**src/rtl/painterengine_gpu_read_fifo.sv**
```systemverilog
// Elastic FWFT buffer behind one GPU DMA reader channel; counts a job length and reports done/error.
// One-cycle write latency, no bypass; reader is throttled when full or when the job's words are all accepted.
module painterengine_gpu_read_fifo #(
  parameter int DEPTH_LOG2   = 4,
  parameter int TIMEOUT_BITS = 19
) (
  input  logic                  i_wire_clock,
  input  logic                  i_wire_reset,
  input  logic                  i_wire_start,
  input  logic [31:0]           i_wire_length,
  input  logic [31:0]           i_wire_data,
  input  logic                  i_wire_data_valid,
  output logic                  o_wire_data_next,
  output logic [31:0]           o_wire_data,
  output logic                  o_wire_data_valid,
  input  logic                  i_wire_data_next,
  output logic [DEPTH_LOG2:0]   o_wire_level,
  output logic                  o_wire_done,
  output logic                  o_wire_error,
  output logic [2:0]            o_wire_error_type
);

  localparam int DEPTH = 1 << DEPTH_LOG2;
  localparam logic [DEPTH_LOG2:0] FULL_LVL = (DEPTH_LOG2+1)'(DEPTH);
  localparam logic [DEPTH_LOG2:0] LVL_ONE  = (DEPTH_LOG2+1)'(1);

  localparam logic [2:0] S_IDLE  = 3'd0;
  localparam logic [2:0] S_RUN   = 3'd1;
  localparam logic [2:0] S_DRAIN = 3'd2;
  localparam logic [2:0] S_DONE  = 3'd3;
  localparam logic [2:0] S_ERROR = 3'd4;

  logic [2:0]              state;
  logic [31:0]             length;
  logic [31:0]             in_count;
  logic [31:0]             out_count;
  logic [DEPTH_LOG2-1:0]   wr_ptr;
  logic [DEPTH_LOG2-1:0]   rd_ptr;
  logic [DEPTH_LOG2:0]     level;
  logic [TIMEOUT_BITS-1:0] stall;
  logic [2:0]              err_type;
  logic [31:0]             mem [DEPTH];

  logic busy, full, push, pop, stall_wait, in_last, out_last;

  assign busy = (state == S_RUN) || (state == S_DRAIN);
  assign full = (level == FULL_LVL);

  // Ready depends only on registered state so the reader never sees a combinational loop.
  assign o_wire_data_next  = (state == S_RUN) && !full && (in_count < length);
  assign o_wire_data_valid = busy && (level != '0);
  assign o_wire_data       = mem[rd_ptr];
  assign o_wire_level      = level;
  assign o_wire_done       = (state == S_DONE);
  assign o_wire_error      = (state == S_ERROR);
  assign o_wire_error_type = err_type;

  assign push = i_wire_data_valid && o_wire_data_next;
  assign pop  = o_wire_data_valid && i_wire_data_next;

  assign stall_wait = !push && !pop &&
                      ((o_wire_data_next && !i_wire_data_valid) ||
                       (o_wire_data_valid && !i_wire_data_next));

  // in_count < length whenever push is high, so the +1 cannot wrap.
  assign in_last  = push && ((in_count + 32'd1) == length);
  assign out_last = pop && ((out_count + 32'd1) == length);

  always_ff @(posedge i_wire_clock) begin
    if (push) mem[wr_ptr] <= i_wire_data;
  end

  always_ff @(posedge i_wire_clock) begin
    if (i_wire_reset) begin
      state     <= S_IDLE;
      length    <= '0;
      in_count  <= '0;
      out_count <= '0;
      wr_ptr    <= '0;
      rd_ptr    <= '0;
      level     <= '0;
      stall     <= '0;
      err_type  <= 3'd0;
    end else begin
      if (push) begin
        wr_ptr   <= wr_ptr + DEPTH_LOG2'(1);
        in_count <= in_count + 32'd1;
      end
      if (pop) begin
        rd_ptr    <= rd_ptr + DEPTH_LOG2'(1);
        out_count <= out_count + 32'd1;
      end
      case ({push, pop})
        2'b10:   level <= level + LVL_ONE;
        2'b01:   level <= level - LVL_ONE;
        default: level <= level;
      endcase

      if (!busy || push || pop) stall <= '0;
      else if (stall_wait)      stall <= stall + TIMEOUT_BITS'(1);

      case (state)
        S_IDLE, S_DONE, S_ERROR: begin
          if (i_wire_start) begin
            wr_ptr    <= '0;
            rd_ptr    <= '0;
            level     <= '0;
            in_count  <= '0;
            out_count <= '0;
            length    <= i_wire_length;
            if (i_wire_length == 32'd0) begin
              state    <= S_ERROR;
              err_type <= 3'd1;
            end else begin
              state    <= S_RUN;
              err_type <= 3'd0;
            end
          end
        end
        S_RUN, S_DRAIN: begin
          if (i_wire_start || stall[TIMEOUT_BITS-1]) begin
            // Any error discards buffered words; the consumer can no longer trust the job.
            state  <= S_ERROR;
            wr_ptr <= '0;
            rd_ptr <= '0;
            level  <= '0;
            stall  <= '0;
            if (i_wire_start)       err_type <= 3'd4;
            else if (level == '0)   err_type <= 3'd2;
            else                    err_type <= 3'd3;
          end else if (state == S_RUN && in_last) begin
            state <= out_last ? S_DONE : S_DRAIN;
          end else if (state == S_DRAIN && out_last) begin
            state <= S_DONE;
          end
        end
        default: state <= S_IDLE;
      endcase
    end
  end

endmodule

```
**config.mk**
```make
export PLATFORM = sky130hd
export DESIGN_NAME = painterengine_gpu_read_fifo
export DESIGN_NICKNAME = d
export VERILOG_FILES = /design/src/rtl/painterengine_gpu_read_fifo.sv
export SDC_FILE = /design/constraint.sdc
export NUM_CORES = 1
export LEC_CHECK = 0
export BUFFER_PORTS_ARGS = -buffer_cell sky130_fd_sc_hd__buf_4
export CAP_MARGIN = 10
export CORE_UTILIZATION = 42
export CTS_CLUSTER_SIZE = 24
export DETAILED_ROUTE_END_ITERATION = 7
export HOLD_SLACK_MARGIN = 0.05
export PLACE_DENSITY = 0.65
export SLEW_MARGIN = 5
export SYNTH_ARGS = -nofsm -noshare
export SYNTH_HDL_FRONTEND = slang
export SYNTH_SLANG_ARGS = --single-unit
```
**constraint.sdc**
```tcl
create_clock -name i_wire_clock -period 4.8 [get_ports i_wire_clock]
set_input_delay 0.96 -clock i_wire_clock [delete_from_list [all_inputs] [get_ports i_wire_clock]]
set_output_delay 0.96 -clock i_wire_clock [all_outputs]
set_load 0.01 [all_outputs]
```
==> results.yml, run 1 <==
run_status:
  status: "completed"
yosys:
  synth-async-reset-ratio_pct: 0
  yosys-top-cells-area: "edfxtp_1, mux4_2, dfxtp_1"
  syn-cell-area_um2: 28000
  synth_compound_area_share_pct: 3.321
  yosys-top-cells-count: "edfxtp_1, mux4_2, nor2_1"
  synthSimpleGateAreaFrac_pct: 9.367
  synth_top_cell_by_area: "edfxtp_1"
  yosysUniqueCellTypes: 85
  synth_area_per_cell_um2: 15.10
  syn_inst: 1854
  muxShareOfSynthArea_pct: 13.13
  ys_warn_count: 0
  synth-xor-area-share_pct: 5.287
  synthesis.nets: 1969
  yosysMostFrequentCell: "edfxtp_1"
  synth-seq-area-share_pct: 64.50
  synth_top_family_by_area: "multiplexers"
  ys_ff_latch: 646
  synth_edf_count: 512
  synthAdderAreaFrac_pct: 2.083
  synthFlopType: "edfxtp_1"
  synth_top_area_share_pct: 54.92
drt:
  via_per_inst: 5.587
  drcViolationCount: 0
  routed_wl_um: 66050
  drtPass1Iterations: 4
  via_count: 16260
  drt.antenna.violating_nets: 0
  detail_route.wl_per_cell_um: 22.70
  drt_iter0_drc: 1370
placement:
  place_hpwl_um: 42680
  place_congestion: 0.8936
  dpl.cell_count: 2784
  place_ws_ns: 0.9933
  placed_area_um2: 30030
  io_buffers: 112
power:
  p_leak_nw: 10.45
  peakVddDrop_v: 0.0002560
  cellPowerDensity_nw_per_um2: 371.1
  p_total_mw: 12.03
clock_tree:
  root_buffer: "clkbuf_16"
  cts_buffer_depth: 3
  cts_hold_buf: 0
  clock_latency_ns: 0.63
  cts_buffers: 70
  path_clk_slew_ns: 0.05
  cts_tree: "done"
  h-tree-depth: 3
  cts_sinks: 646
  ctsResizeCount: 0
  cts_setup_buffers: 0
sta:
  setup_violations: 0
  period_share_pct: 85.98
  tightest_slew_ns: 1.084
  final_hold_viol_count: 0
  post-route-min-period_ns: 4.127
  timing.final.ws_setup_ns: 0.6730
  max_slew_margin_pct: 27.73
  max_freq_mhz: 242.3
  fin_setup_tns_ns: 0
  final-max-slew-violation-count: 0
  rsz0062_at_grt: "false"
  whs_ns: 0.4864
  finClkSkew_ns: 0.02874
cells_and_area:
  final-instance-count-excl-fill: 2910
  area_growth_pct: 15.74
  antenna_cells: 0
  post-route-util_pct: 49.20
  fin_area_um2: 32400
  fin_nets: 2107
  drive_above_1_share_pct: 22.73
grt:
  grt_pass1_wl_um: 100800
  grt_use_total_pct: 19.84
  grt_start_max_net_pins: 79
  grt_pass1_vias: 16490
  grt-ovfl-total: 0
  grt_antenna_before_repair: 1
critical_path:
  crit_path_max_fanout: 32
  worstPathRequired_ns: 3.84
  crit_type: "reg -> out"
  cp-end-kind: "primary output"
  critPathLaunchType: "register"
  critical_path_arrival_ns: 3.17
floorplanning:
  ios: 113
  core_area_um2: 65860
  fp-row-count: 94
  die-area_um2: 67700
  die_w_um: 260.2
  initial_core_util_pct: 42.51
  die_y_um: 260.2
min_path:
  min_path_type: "reg -> reg"
run:
  cap_viol_max_count: 0
[kinds of logic after synthesis]
family,after synthesis
AOI/OAI and AO/OA,145
muxes,167
buffers and inverters,149
DFF,646
adders and majority gates,46
xor gates and xnor gates,169
and+or+nand+nor,532
[critical path: stages (launching register included)]
cell     delay, ns
dfxtp_4       0.79
buf_4         0.44
mux4_2        0.59
mux4_2        0.52
buf_4         0.17
[area by class of cell]
cell class	count	area [um^2]
Fill cell	5543	33460
Sequential cell	646	18070
Multi-Input combinational cell	1059	9313
Clock buffer	86	1833
Timing Repair Buffer	164	1381
Tap cell	864	1081
Clock inverter	40	538.0
Inverter	51	191.4
[routing by layer]
metal / up-vias / share of wire, % / global-route usage (%) / wire length [um]
met5: - / 0.020 / 0 / 13
met2: 485 / 49 / 32.82 / 32380
met3: 95 / 6.0 / 3.645 / 3955
li1: 7358 / - / - / -
met4: 2 / 2.4 / 6.075 / 1614
met1: 8319 / 43 / 26.58 / 28080
[power breakdown]
part / switching [mW] / total [mW] / internal (mW) / leakage [nW]
Clock: 2.25 / 5.50 / 3.25 / 1.15
Combinational: 0.265 / 0.428 / 0.163 / 3.61
Sequential: 0.0338 / 6.10 / 6.06 / 5.69
Total: 2.55 / 12.0 / 9.47 / 10.4
[layout by cell type (no fill, tap or decap), types with 12 or more instances in the layout]
cell / synthesis / layout
clkinv_2: 0 / 12
and3_1: 19 / 15
o21ai_0: 14 / 14
mux4_2: 160 / 160
nor4_1: 24 / 24
xnor2_1: 87 / 87
nand3_1: 35 / 35
clkbuf_16: 0 / 71
buf_4: 5 / 152
buf_12: 0 / 12
ha_1: 45 / 45
nand4_1: 44 / 44
and2_2: 0 / 12
nor3_1: 26 / 26
clkbuf_1: 61 / 15
nand2_1: 150 / 150
inv_1: 50 / 50
a21oi_1: 66 / 66
xor2_1: 82 / 82
dfxtp_1: 134 / 130
nor2_1: 153 / 153
edfxtp_1: 512 / 512
[registers in the layout, indices dropped and copies added, names as in the netlist]
| signal | cells |
|---|---|
| in_count | 32 |
| o_wire_level | 5 |
| out_count | 32 |
| state | 3 |
| o_wire_error_type | 3 |
| length | 32 |
| mem | 512 |
| rd_ptr | 4 |
| wr_ptr | 4 |
| stall | 19 |
[worst paths after layout]
kind                        start              endpoint  slack (ns)  cells after the start
max                     rd_ptr[0]       o_wire_data[10]        0.67                      4
min          o_wire_error_type[1]  o_wire_error_type[1]        0.49                      2
max reg2reg          in_count[11]            mem[7][30]        0.96                     11
min reg2reg  o_wire_error_type[1]  o_wire_error_type[1]        0.49                      2
Note: power is estimated with default switching activity, not from simulation.
==> run 2: changes to the inputs <==
--- a/config.mk
+++ b/config.mk
@@ -8,10 +8,10 @@
 export BUFFER_PORTS_ARGS = -buffer_cell sky130_fd_sc_hd__buf_4
 export CAP_MARGIN = 10
 export CORE_UTILIZATION = 42
+export CTS_BUF_LIST = sky130_fd_sc_hd__clkbuf_16
 export CTS_CLUSTER_SIZE = 24
 export DETAILED_ROUTE_END_ITERATION = 7
 export HOLD_SLACK_MARGIN = 0.05
-export PLACE_DENSITY = 0.65
 export SLEW_MARGIN = 5
 export SYNTH_ARGS = -nofsm -noshare
 export SYNTH_HDL_FRONTEND = slang
==> run 2 against run 1 <==
  * First-iteration DRC count is 16% lower
  * Via count is 1.1% lower
  * Register-to-register slack worse by 0.18 ns
  * Largest cell class unchanged
  * Fmax is 2.5% higher
  * Clock skew is 0.0029 ns lower
  * Largest power group unchanged
  * Core utilization is 0.41 points lower
==> results.yml, run 2 (same netlist as run 1, synthesis figures left out) <==
cells_and_area:
  fin_area_um2: 32130
  fillers: 5640
  regMostFlops: "mem"
  fin_nets: 2092
  post-route-util_pct: 48.79
  area_growth_pct: 14.77
  final_cell_mix: "edfxtp_1, mux4_2, nor2_1"
  antenna_cells: 0
  final-instance-count-excl-fill: 2895
  multi_input_area_um2: 9313
  register_area_um2: 18070
  largest_reg_flops: 512
  drive_above_1_share_pct: 21.81
  layout_commonest_cell: "edfxtp_1"
floorplanning:
  ios: 113
  fp-row-count: 94
  die_w_um: 260.2
  die_y_um: 260.2
  initial_core_util_pct: 42.51
  core_area_um2: 65860
  die-area_um2: 67700
placement:
  place_hpwl_um: 40400
  io_buffers: 112
  dpl.cell_count: 2770
  place_ws_ns: 0.8424
  place_congestion: 0.8959
  placed_area_um2: 29970
critical_path:
  cp-end-kind: "register"
  crit_path_max_fanout: 16
  crit_chain: "ha_1 -> a21oi_1 -> o21ai_0 -> a221o_1 -> a211oi_1 -> and3_4 -> inv_2 -> buf_4 -> nor2_1 -> and3_2 -> buf_4"
  r2r-start: "in_count[11]"
  cpMostUsedCell: "buf_4"
  crit_type: "reg -> reg"
  cp_slowest_stage_delay_ns: 0.59
  critical_path_arrival_ns: 4.31
  r2r_slack_ns: 0.78
  worstPathRequired_ns: 5.08
  startpoint: "in_count[11]"
  r2r_cells: 11
  critPathLaunchType: "register"
  crit_slowest_cell: "and3_2"
  r2r_end: "mem[8][18]"
sta:
  setup_violations: 0
  timing.final.ws_setup_ns: 0.7752
  final_hold_viol_count: 0
  max_slew_margin_pct: 23.77
  fin_setup_tns_ns: 0
  tightest_slew_ns: 1.143
  rsz0062_at_grt: "false"
  final-max-slew-violation-count: 0
  post-route-min-period_ns: 4.025
  finClkSkew_ns: 0.02585
  max_freq_mhz: 248.5
  period_share_pct: 83.85
  whs_ns: 0.4749
run:
  cap_viol_max_count: 0
clock_tree:
  cts_tree: "done"
  path_clk_slew_ns: 0.06
  cts_buffers: 69
  ctsResizeCount: 0
  cts_sinks: 646
  cts_hold_buf: 0
  clock_latency_ns: 0.61
  cts_buffer_depth: 3
  root_buffer: "clkbuf_16"
  h-tree-depth: 3
  cts_setup_buffers: 0
power:
  peakVddDrop_v: 0.0002299
  p_leak_nw: 10.36
  cellPowerDensity_nw_per_um2: 360.5
  p_total_mw: 11.58
drt:
  drcViolationCount: 0
  via_per_inst: 5.556
  drt_iter0_drc: 1149
  detail_route.wl_per_cell_um: 22.37
  routed_wl_um: 64760
  via_count: 16090
  drtPass1Iterations: 5
  drt.antenna.violating_nets: 0
run_status:
  status: "completed"
grt:
  grt_antenna_before_repair: 1
  grt_pass1_wl_um: 98580
  grt_start_max_net_pins: 62
  grt_pass1_vias: 16200
  grt_use_total_pct: 19.44
  grt-ovfl-total: 0
min_path:
  min_path_type: "reg -> reg"
  worstHoldPathCells: 2
  holdCritStartpoint: "o_wire_error_type[1]"
  min_to: "o_wire_error_type[1]"
run 2: report_power, final:
group / internal (mW) / switching, mW
clock: 2.87 / 2.20
combinational: 0.160 / 0.251
sequential: 6.06 / 0.0366
total: 9.09 / 2.49
run 2: layout make-up:
class                      count  share of cell area [%]
clock inverter                54                   1.207
sequential                   646                   56.23
multi-input combinational   1059                   28.98
clock buffer                  71                   5.529
tap                          864                   3.364
timing repair buffer         150                   4.088
inverter                      51                  0.5957
run 2: routing by layer:
layer  GRT usage (%)  vias up  share of wire (%)
met2           31.67      443                 49
met4           6.433        2                2.9
met5               0        -              0.020
li1                -     7336                  -
met3           3.441      114                5.2
met1           26.38     8191                 43
run 2: critical path: cells and delay by family (launching register included):
kind,cells,cell delay [ns]
flops,1,0.57
fa+ha+maj,1,0.34
simple gates,3,1.07
compound gates,4,1.10
buf+inv,3,0.59
run 2: how the worst max path moves through the flow:
stage | to | slack, ns | depth (start not counted)
2_1_floorplan | o_wire_level[4] | 1.09 | 17
6_report | mem[8][18] | 0.78 | 11
3_3_place_gp | mem[8][18] | 0.89 | 11
3_5_place_dp | mem[8][18] | 0.84 | 11
5_1_grt | o_wire_data[7] | 0.62 | 4
4_1_cts | o_wire_data[7] | 0.69 | 4
==> run 3: changes to the inputs <==
--- a/config.mk
+++ b/config.mk
@@ -5,6 +5,7 @@
 export SDC_FILE = /design/constraint.sdc
 export NUM_CORES = 1
 export LEC_CHECK = 0
+export ABC_AREA = 1
 export BUFFER_PORTS_ARGS = -buffer_cell sky130_fd_sc_hd__buf_4
 export CAP_MARGIN = 10
 export CORE_UTILIZATION = 42
==> constraint.sdc (replaced) <==
create_clock -name i_wire_clock -period 3.55 [get_ports i_wire_clock]
set_input_delay 0.71 -clock i_wire_clock [delete_from_list [all_inputs] [get_ports i_wire_clock]]
set_output_delay 0.71 -clock i_wire_clock [all_outputs]
set_load 0.01 [all_outputs]
==> run 3 against run 2 <==
  * Sequential share of layout area shrank 5.0 points
  * Sequential power grew 43%
  * Die area grew 7.1%
  * Register-to-register slack lost 0.44 ns
  * Area after synthesis grew 7.1%
==> results.yml, run 3 <==
sta:
  tightest_slew_ns: 0.7271
  finClkSkew_ns: 0.02403
  final-max-slew-violation-count: 0
  max_slew_margin_pct: 51.53
  final_hold_viol_count: 0
  post-route-min-period_ns: 3.348
  rsz0062_at_grt: "false"
  period_share_pct: 94.31
  max_freq_mhz: 298.7
  setup_violations: 0
critical_path:
  critPathLaunchType: "register"
  crit_type: "reg -> out"
  r2r_cells: 22
  cp.depth: 6
  cp-end-kind: "primary output"
  crit_path_max_fanout: 54
  worstPathRequired_ns: 2.84
  crit_family: "flip-flops"
  critPathBufInv: 2
  cp_slowest_stage_delay_ns: 0.74
  crit_slowest_cell: "dfxtp_4"
  crit_chain: "buf_12 -> mux2i_1 -> o21ai_0 -> o211ai_1 -> nand2_1 -> buf_4"
  critical_path_arrival_ns: 2.64
run:
  cap_viol_max_count: 0
clock_tree:
  cts_hold_buf: 0
  root_buffer: "clkbuf_16"
  cts_sinks: 646
  clock_latency_ns: 0.63
  h-tree-depth: 3
  cts_buffers: 72
  path_clk_slew_ns: 0.06
  cts_buffer_depth: 3
  cts_tree: "done"
cells_and_area:
  largest_reg_flops: 512
  post-route-util_pct: 50.07
  regMostFlops: "mem"
  drive_above_1_share_pct: 12.23
  fin_area_um2: 35250
  layout_commonest_cell: "edfxtp_1"
  antenna_cells: 0
  area_growth_pct: 17.54
  final_cell_mix: "edfxtp_1, nand2_1, inv_1"
  fin_nets: 3264
yosys:
  synth_edf_count: 512
  synth_area_per_cell_um2: 10.08
  yosys-top-cells-area: "edfxtp_1, dfxtp_1, nand2_1"
  yosysMostFrequentCell: "edfxtp_1"
  synth-seq-area-share_pct: 60.21
  yosysUniqueCellTypes: 46
  syn-cell-area_um2: 29990
  synth_top_area_share_pct: 51.27
  yosys-top-cells-count: "edfxtp_1, nand2_1, inv_1"
  ys_warn_count: 0
  ys_ff_latch: 646
  synthesis.nets: 3091
  synth-async-reset-ratio_pct: 0
  syn_inst: 2976
  synth_top_cell_by_area: "edfxtp_1"
  synthFlopType: "edfxtp_1"
drt:
  via_per_inst: 5.378
  routed_wl_um: 83360
  detail_route.wl_per_cell_um: 20.11
  drt_iter0_drc: 1924
  drt.antenna.violating_nets: 0
  via_count: 22290
  drcViolationCount: 0
  drtPass1Iterations: 6
floorplanning:
  die_y_um: 269.2
  initial_core_util_pct: 42.60
  die_w_um: 269.2
  die-area_um2: 72480
  ios: 113
  core_area_um2: 70390
  fp-row-count: 97
grt:
  grt_start_max_net_pins: 131
  grt_pass1_vias: 21470
  grt_pass1_wl_um: 127500
  grt-ovfl-total: 0
  grt_use_total_pct: 22.81
  grt_antenna_before_repair: 0
power:
  p_leak_nw: 12.83
  cellPowerDensity_nw_per_um2: 553.9
  peakVddDrop_v: 0.0003591
min_path:
  worstHoldPathCells: 2
  min_path_type: "in -> reg"
placement:
  place_congestion: 0.9655
  placed_area_um2: 32960
  io_buffers: 112
  place_hpwl_um: 56260
run_status:
  status: "completed"
run 3: cell count changes after synthesis, sizes merged, moves of 67 or more:
cell / previous run / this run
inv: 51 / 335
nand3: 36 / 192
o211ai: 5 / 131
nand2: 151 / 521
mux2i: 6 / 128
xor2: 82 / 15
xnor2: 87 / 2
mux4: 160 / 0
o21ai: 14 / 284
a21oi: 67 / 236
run 3: area by class of cell:
cell class,count,area (um^2)
well taps,940,1176
repair buffers,223,2125
fillers,6385,35140
inverters,340,1280
clock inverters,57,429.2
clock buffers,73,1827
multi-input cells,1866,10340
flip-flops and latches,646,18070
run 3: cell families after synthesis:
group           after synthesis  share of synthesized area, %
fa+ha+maj                    46                         1.944
mux                         128                         4.272
buf+inv                     464                         5.870
xor+xnor                     22                        0.8720
compound gates              683                         12.73
simple gates                987                         14.10
flops                       646                         60.21
run 3: power breakdown:
part | internal [mW] | switching [mW] | leakage [nW]
Combinational | 1.31 | 2.37 | 5.99
Sequential | 8.48 | 0.240 | 5.70
Clock | 4.00 | 3.12 | 1.14
run 3: per-stage QoR:
| step | hold slack (ns) | worst slack, ns | std cells | power [mW] | setup TNS, ns |
|---|---|---|---|---|---|
| 6_report | 0.3155 | 0.2020 | 4145 | 19.52 | 0 |
| 4_1_cts | 0.2805 | 0.05017 | 4145 | 19.60 | 0 |
| 5_1_grt | 0.3084 | 0.04060 | 4145 | 20.39 | 0 |
| 3_5_place_dp | 0.4699 | 0.08577 | 4015 | 12.50 | 0 |
| 2_1_floorplan | 0.4300 | -0.3890 | 2976 | 10.98 | -149.39 |
| 3_3_place_gp | 0.4472 | 0.04346 | 4015 | 12.45 | 0 |
run 3: worst register-to-register path: stages, from the launching register on:
cell,delay (ns)
dfxtp_1,0.36
inv_1,0.07
ha_1,0.30
a21oi_1,0.12
o21ai_0,0.12
nand2_1,0.09
nand2_1,0.08
nand2_1,0.08
nand2_1,0.11
nand2_2,0.11
nand3_4,0.12
nor2_4,0.13
inv_2,0.06
ha_4,0.18
fa_1,0.38
nand2_1,0.09
nand2_1,0.05
a21oi_1,0.11
inv_1,0.06
a21oi_1,0.11
o21ai_0,0.12
a21oi_1,0.16
o21a_1,0.13
run 3: path summary, 6_finish.rpt:
kind	to	startpoint	slack, ns
setup / recovery	o_wire_data[26]	rd_ptr[0]	0.20
hold reg to reg	stall[18]	stall[18]	0.48
hold / removal	state[0]	i_wire_reset	0.32
setup reg to reg	o_wire_level[4]	length[3]	0.34
run 3: per-layer routing:
| layer | share of wire [%] | track usage, % | vias to the layer above |
|---|---|---|---|
| li1 | - | - | 10780 |
| met1 | 46 | 32.56 | 10710 |
| met2 | 45 | 35.17 | 671 |
| met3 | 6.0 | 3.651 | 128 |
| met4 | 2.9 | 7.925 | 0 |
| met5 | 0 | 0 | - |
run 3: timing repair:
item / CTS / global route
endpoints found under the setup margin: 0 / 5
endpoints found under the hold margin: 0 / 0
buffers inserted: 0 / 0
resized for setup: 0 / 8
